**src/rtl/rv_pkg.sv**
```systemverilog
// Shared RV32I pipeline definitions: write-back select codes, load funct3 codes, data width.
package rv_pkg;

  localparam int unsigned XLEN = 32;

  typedef enum logic [1:0] {
    WB_SEL_ALU  = 2'b00,
    WB_SEL_MEM  = 2'b01,
    WB_SEL_PC4  = 2'b10,
    WB_SEL_ZERO = 2'b11
  } wb_sel_e;

  localparam logic [2:0] FUNCT3_LB  = 3'b000;
  localparam logic [2:0] FUNCT3_LH  = 3'b001;
  localparam logic [2:0] FUNCT3_LW  = 3'b010;
  localparam logic [2:0] FUNCT3_LBU = 3'b100;
  localparam logic [2:0] FUNCT3_LHU = 3'b101;

endpackage

```
**src/rtl/load_formatter.sv**
```systemverilog
// Extracts and extends the addressed byte/halfword from a raw aligned memory word.
module load_formatter
  import rv_pkg::*;
(
  input  logic [XLEN-1:0] raw,
  input  logic [1:0]      off,
  input  logic [2:0]      funct3,
  output logic [XLEN-1:0] data
);

  logic [7:0]  byte_val;
  logic [15:0] half_val;

  // Pick the addressed byte and halfword (little-endian lanes).
  always_comb begin
    byte_val = raw[7:0];
    case (off)
      2'd0:    byte_val = raw[7:0];
      2'd1:    byte_val = raw[15:8];
      2'd2:    byte_val = raw[23:16];
      default: byte_val = raw[31:24];
    endcase
    half_val = off[1] ? raw[31:16] : raw[15:0];
  end

  // Extend according to load size/sign; unknown codes pass the raw word.
  always_comb begin
    data = raw;
    case (funct3)
      FUNCT3_LB:  data = {{24{byte_val[7]}}, byte_val};
      FUNCT3_LBU: data = {24'b0, byte_val};
      FUNCT3_LH:  data = {{16{half_val[15]}}, half_val};
      FUNCT3_LHU: data = {16'b0, half_val};
      FUNCT3_LW:  data = raw;
      default:    data = raw;
    endcase
  end

endmodule

```
**src/rtl/wb_regfile.sv**
```systemverilog
// WB stage: write-back mux, 32x32 integer register file with write-through read bypass,
// and retired-instruction counter.
module wb_regfile
  import rv_pkg::*;
#(
  parameter int unsigned XLEN  = 32,
  parameter int unsigned NREGS = 32,
  parameter int unsigned CNT_W = 64
) (
  input  logic             clk,
  input  logic             rst,
  input  logic             wb_valid,
  input  logic [1:0]       wb_mem_to_reg,
  input  logic             wb_reg_write_en,
  input  logic [XLEN-1:0]  wb_dmem_data_out,
  input  logic [XLEN-1:0]  wb_alu_result,
  input  logic [XLEN-1:0]  wb_pc_plus4,
  input  logic [2:0]       wb_funct3,
  input  logic [4:0]       wb_rd_addr,
  input  logic [4:0]       id_rs1_addr,
  input  logic [4:0]       id_rs2_addr,
  output logic [XLEN-1:0]  id_rs1_data,
  output logic [XLEN-1:0]  id_rs2_data,
  output logic [XLEN-1:0]  wb_rd_data,
  output logic [CNT_W-1:0] instret
);

  logic [XLEN-1:0] regs [NREGS];
  logic [XLEN-1:0] load_data;
  logic            write_hit;

  load_formatter u_load_fmt (
    .raw    (wb_dmem_data_out),
    .off    (wb_alu_result[1:0]),
    .funct3 (wb_funct3),
    .data   (load_data)
  );

  assign write_hit = wb_reg_write_en && (wb_rd_addr != '0);

  // Select the write-back value.
  always_comb begin
    wb_rd_data = '0;
    case (wb_sel_e'(wb_mem_to_reg))
      WB_SEL_ALU:  wb_rd_data = wb_alu_result;
      WB_SEL_MEM:  wb_rd_data = load_data;
      WB_SEL_PC4:  wb_rd_data = wb_pc_plus4;
      WB_SEL_ZERO: wb_rd_data = '0;
      default:     wb_rd_data = '0;
    endcase
  end

  // Register storage; x0 is never written.
  always_ff @(posedge clk or posedge rst) begin
    if (rst) begin
      for (int unsigned i = 0; i < NREGS; i++) regs[i] <= '0;
    end else if (write_hit) begin
      regs[wb_rd_addr] <= wb_rd_data;
    end
  end

  // Read port 1 with write-first bypass; x0 forced to zero.
  always_comb begin
    id_rs1_data = '0;
    if (write_hit && (wb_rd_addr == id_rs1_addr)) id_rs1_data = wb_rd_data;
    else if (id_rs1_addr != '0)                   id_rs1_data = regs[id_rs1_addr];
  end

  // Read port 2 with write-first bypass; x0 forced to zero.
  always_comb begin
    id_rs2_data = '0;
    if (write_hit && (wb_rd_addr == id_rs2_addr)) id_rs2_data = wb_rd_data;
    else if (id_rs2_addr != '0)                   id_rs2_data = regs[id_rs2_addr];
  end

  // Count retiring instructions; wraps silently.
  always_ff @(posedge clk or posedge rst) begin
    if (rst)           instret <= '0;
    else if (wb_valid) instret <= instret + CNT_W'(1);
  end

endmodule

```
**config.mk**
```make
export PLATFORM = sky130hd
export DESIGN_NAME = wb_regfile
export DESIGN_NICKNAME = d
export VERILOG_FILES = /design/src/rtl/rv_pkg.sv /design/src/rtl/load_formatter.sv /design/src/rtl/wb_regfile.sv
export SDC_FILE = /design/constraint.sdc
export NUM_CORES = 2
export LEC_CHECK = 0
export BUFFER_PORTS_ARGS = -buffer_cell sky130_fd_sc_hd__buf_2
export CAP_MARGIN = 0
export CORE_ASPECT_RATIO = 1.2
export CORE_MARGIN = 2
export CORE_UTILIZATION = 40
export DETAILED_ROUTE_END_ITERATION = 8
export PLACE_DENSITY = 0.53
export SLEW_MARGIN = 20
export SYNTH_ARGS = -nofsm -noshare
export SYNTH_HDL_FRONTEND = slang
export SYNTH_SLANG_ARGS = --single-unit
```
**constraint.sdc**
```tcl
create_clock -name clk -period 40.1 [get_ports clk]
set_input_delay 2.005 -clock clk [delete_from_list [all_inputs] [get_ports clk]]
set_output_delay 2.005 -clock clk [all_outputs]
set_load 0.01 [all_outputs]
```
======== Word-level counts from Yosys, hierarchy flattened ========
Cells that the tools add are included.
cells by class
  multiplexer cells ....................... 17
  eq/ne operators ......................... 10
  bitwise operators ....................... 3
  magnitude comparators ................... 4
  $add $sub $neg .......................... 1
  reductions and logical operators ........ 10
operator list
  cell                                                number
  bitwise mux 1024 bit                                1
  binary-select mux 32 bit (select 5 bit)             2
  2-to-1 mux 32 bit                                   9
  case mux 32 bit (4 select lines)                    2
  demux 32 bit (select 5 bit)                         1
  adder 64 x 1 -> 64 bit, second input constant       1
  case mux 8 bit (3 select lines)                     1
  >= comparator 6 bit, second input constant          3
  inverter 5 -> 6 bit                                 3
  2-to-1 mux 16 bit                                   1
  nonzero test 5 bit                                  3
  == test 5 bit                                       2
  == test 2 bit, second input constant                3
  == test 3 bit, second input constant                2
  < comparator 6 x 1 -> 1 bit, second input constant  1
  == test 2 x 1 -> 1 bit, second input constant       2
  logical AND 1 bit                                   4
  zero test 2 bit                                     2
  == test 3 x 1 -> 1 bit, second input constant       1
  zero test 3 bit                                     1
storage, ports and cells
  logic and storage cells ................. 78
  flip-flop bits (word level) ............. 1088
  output and inout port bits .............. 160

======== Depth between registers and ports, before layout ========
  depth in word-level cells ............... 6
  mapped depth ............................ 10

======== Hierarchy ========
From an unflattened synthesis, not the netlist that was laid out.
second synthesis, totals
  cells, all modules ...................... 5688
  area total of the unflattened synthesis .. 57866.7 sq um
by module, submodules not included
  module          cells an instance  instances  area each (sq um)
  wb_regfile      5555               1          56897.1
  load_formatter  133                1          969.7

======== Worst setup path after synthesis ========
No wires, ideal clock.
  kind .................................... input-to-output
  from .................................... input port id_rs2_addr[0]
  to ...................................... output port id_rs2_data[16]
  buffers on the path ..................... 3
  arrival time ............................ 3.969 ns
  setup slack ............................. 34.126 ns
  data required time ...................... 38.095 ns
  stages .................................. 8
  cell sequence ........................... buf_4 buf_2 buf_1 mux4_2 a22oi_1 o21ai_0 a22oi_1 o21ai_0
on the way
  word-level cells in the longest chain between the ends .. 6
  elaborated cells between the ends (all ways) .. 9
  those cells by class .................... eq/ne: 1; mux: 5; bitwise: 1; reduce/logical: 2
ends and longest elaborated chain
  element                                               RTL line          source
  start: declaration                                    wb_regfile.sv:21  input logic [4:0] id_rs2_addr,
  inverter 5 -> 6 bit (implied by the code)             wb_regfile.sv:73  else if (id_rs2_addr != '0) id_rs2_data = regs[id_rs2_addr];
  binary-select mux 32 bit (select 5 bit)               wb_regfile.sv:73
  2-to-1 mux 32 bit (implied by the code) (2 in a row)  wb_regfile.sv:73
  2-to-1 mux 32 bit                                     wb_regfile.sv:73
  2-to-1 mux 32 bit *                                   wb_regfile.sv:72  if (write_hit && (wb_rd_addr == id_rs2_addr)) id_rs2_data = wb_rd_data;
  end: declaration                                      wb_regfile.sv:23  output logic [XLEN-1:0] id_rs2_data,
Mark *: on every way between the ends. The rest lies on a longest branch, timed or not. The select of a mux whose other input is x is not followed.

======== Final worst setup path ========
  from .................................... input port id_rs1_addr[0]
  to ...................................... output port id_rs1_data[12]
on the way
  word-level cells in the longest chain between the ends .. 6
  elaborated cells between the ends (all ways) .. 9
  those cells by class .................... eq/ne: 1; mux: 5; bitwise: 1; reduce/logical: 2
ends and longest elaborated chain
  element                                               RTL line          source
  start: declaration                                    wb_regfile.sv:20  input logic [4:0] id_rs1_addr,
  inverter 5 -> 6 bit (implied by the code)             wb_regfile.sv:66  else if (id_rs1_addr != '0) id_rs1_data = regs[id_rs1_addr];
  binary-select mux 32 bit (select 5 bit)               wb_regfile.sv:66
  2-to-1 mux 32 bit (implied by the code) (2 in a row)  wb_regfile.sv:66
  2-to-1 mux 32 bit                                     wb_regfile.sv:66
  2-to-1 mux 32 bit *                                   wb_regfile.sv:65  if (write_hit && (wb_rd_addr == id_rs1_addr)) id_rs1_data = wb_rd_data;
  end: declaration                                      wb_regfile.sv:22  output logic [XLEN-1:0] id_rs1_data,
Marks and branches as above.

==> results.ini <==
[job]
drv_cap = 0

[floorplanning]
rows = 152
dieArea_mm2 = 0.147
die_h_um = 419
start_util_pct = 40.3
core_mm2 = 0.143
io_pins = 280
die_w_um = 350

[synthesis]
syn-instance-count = 5700
synthSimpleGateAreaFrac_pct = 9.93
yosysTopAreaCellShare_pct = 47.3
synth_top_family_by_area = multiplexers
yosys.area.top_type = dfrtp_1
synth_cell_types = 60
synth_edf_count = 0
synth-compound-area-share_pct = 17.5
synth_warnings = 0
yosys-top-cells-area = dfrtp_1 (47%), mux4_2 (10%), o21ai_0 (8.9%)
synth-xor-area-share_pct = 1.11
async_reset_ff_share_pct = 100
synth.most_common_cell = dfrtp_1
synth_nets = 5821
ys_top_cells_by_count = dfrtp_1 (1,088), nand2_1 (1,086), o21ai_0 (1,028)
synth_flop_cell = dfrtp_1
syn-cell-area_mm2 = 0.0575
yosys_register_bits = 1088
synth_seq_area_share_pct = 47.3
muxShareOfSynthArea_pct = 19.5
synth_fa_ha_area_share_pct = 0.0218
synth.avg_cell_area_um2 = 10.1

[final_layout]
multi_input_area_mm2 = 0.0282
nNetsFinal = 5737
regArea_mm2 = 0.0272
synthToLayoutAreaGrowth_pct = 12.2
fin_util_pct = 45.2
drive_above_1_share_pct = 16.5
fillCellCount = 13600

[clock_network]
cts_max_path_buffers = 3
cts-resized-gates = 0
post_cts_buffers = 0
cts_made_buffers = 120
clockRootBuffer = clkbuf_16
clock_latency_ns = 0.75
cts_tree = yes
path_clk_slew_ns = 0.06
cts_sinks = 1088
cts.htree.levels = 3
holdBufCountCts = 0

[timing]
period_minus_slack_ns = 8.85
fin_skew_ns = 0.0202
final_hold_viol_count = 0
relSlewSlack_pct = 21.4
holdWs_ns = 0.398
fin_tns_setup_ns = 0
setup_ws_ns = 31.25
rsz0062_at_grt = no
setup_viol = 0
slew_violations = 0
max_freq_mhz = 113
post-route-period-util_pct = 22.1
worst_pin_slew_ns = 1.18

[power_and_ir_drop]
internal_power_w = 0.00224
p_sw_w = 0.000964
ir_drop_v = 0.0000337
p_leak_nw = 28.9
pwr-share-comb_pct = 18.5
p_clk_share_pct = 37.5
seqPwrFrac_pct = 44.0
switching_share_pct = 30.1
powerDensity_mw_per_mm2 = 49.6

[grt]
grt_max_degree = 181
grt_pass1_vias = 45200
antenna_found_initial = 15
grt_usage_pct = 29.1
grt_pass1_wl_mm = 314
grt_overflow = 0

[setup_path]
endpoint_kind = output port
criticalPathCategory = in -> out
worst_setup_path_start_kind = input pin
worstPathMaxFanout = 71
rr_worst_depth = 7
crit_arrival_ns = 6.84
crit_required_ns = 38.10

[drt]
drc_errors = 0
vias = 45900
dr.pass1.iters = 6
drt_iter0_drc = 4089
ant_nets = 0
drt_wl_total_mm = 214
viasPerCell = 6.00
wl_per_cell_um = 28.0

[placed_design]
gp_congestion = 0.873
dp_slack_ns = 31.28
port_buffers = 279
post-dp-hpwl_mm = 117

[worst_hold_path]
hold_class = reg -> reg
hold_depth = 0

[status]
status = complete, no violations

[state kept, by name, summed over array words and instances (netlist names)]
register	flops
regs	1024
instret	64
[layout by cell type, fill, tap and decap left out, types with 46 or more instances in the layout]
master,instances
a221oi_1,256
a22oi_1,147
buf_2,271
buf_4,96
clkbuf_16,120
dfrtp_1,1088
inv_1,50
mux2i_1,510
mux4_2,267
nand2_1,1055
nand3_1,52
nor2_1,172
o21ai_0,1027
o21ai_1,129
xnor2_1,46
[worst paths after layout]
path / start / end / slack (ns)
min: regs[1008]$_DFFE_PP0P_ / regs[1008]$_DFFE_PP0P_ / 0.40
min reg2reg: regs[1008]$_DFFE_PP0P_ / regs[1008]$_DFFE_PP0P_ / 0.40
min in group asynchronous: rst / regs[66]$_DFFE_PP0P_ / 1.43
max: id_rs1_addr[0] / id_rs1_data[12] / 31.25
max in group asynchronous: rst / regs[847]$_DFFE_PP0P_ / 36.22
max reg2reg: instret[0]$_DFFE_PP0P_ / instret[58]$_DFFE_PP0P_ / 37.61
[critical path, stage by stage]
cell and delay (ns):
buf_8 0.54, buf_4 0.83, buf_4 0.80, buf_4 0.77, mux2i_1 0.16, a221oi_1 0.40
nor2_1 0.09, o21ai_0 0.35, nand3_1 0.13, o211ai_1 0.24, buf_2 0.22
[per-stage QoR]
| step | std cells | total power, W | area, µm² |
|---|---|---|---|
| global placement | 7418 | 0.00200 | 60200 |
| finish | 7650 | 0.00321 | 64600 |
| detailed placement | 7418 | 0.00202 | 60200 |
| CTS | 7646 | 0.00322 | 64500 |
| global route | 7648 | 0.00335 | 64600 |
| floorplan | 5700 | 0.00182 | 57500 |
[layer usage]
metal  track usage [%]  wire (µm)  share of wire (%)  vias to the layer above
met5                 0         46              0.022                        -
li1                  -          -                  -                    20500
met4              9.55       6980                3.3                       10
met1              40.2      91700                 43                    23200
met3              5.04      16100                7.5                      365
met2              46.5      99000                 46                     1800
[kinds of logic (layout without fill, tap and decap cells)]
logic type	Yosys count	count (layout)
adder cells (fa/ha/maj)	1	1
AND/OR/NAND/NOR	1419	1419
XOR/XNOR	73	73
AO/OA/AOI/OAI	1696	1696
flip-flops	1088	1088
buffers and inverters	638	660
other	0	3
multiplexers	785	785
[power by group through the flow]
stage	combinational [W]	sequential (W)	clock, W
after global placement	0.000582	0.00142	0
after global routing	0.000659	0.00143	0.00126
final	0.000594	0.00141	0.00120
after detailed placement	0.000593	0.00142	0
after floorplan	0.000425	0.00139	0
after CTS	0.000594	0.00141	0.00122
[cell type report]
class | instances | share of cell area [%]
Tap cell | 1925 | 3.73
Multi-Input combinational cell | 3974 | 43.6
Clock inverter | 54 | 1.14
Timing Repair Buffer | 378 | 3.52
Clock buffer | 174 | 5.48
Sequential cell | 1088 | 42.2
Antenna cell | 3 | 0.0116
Inverter | 54 | 0.333
(Power assumes the default switching activity.)
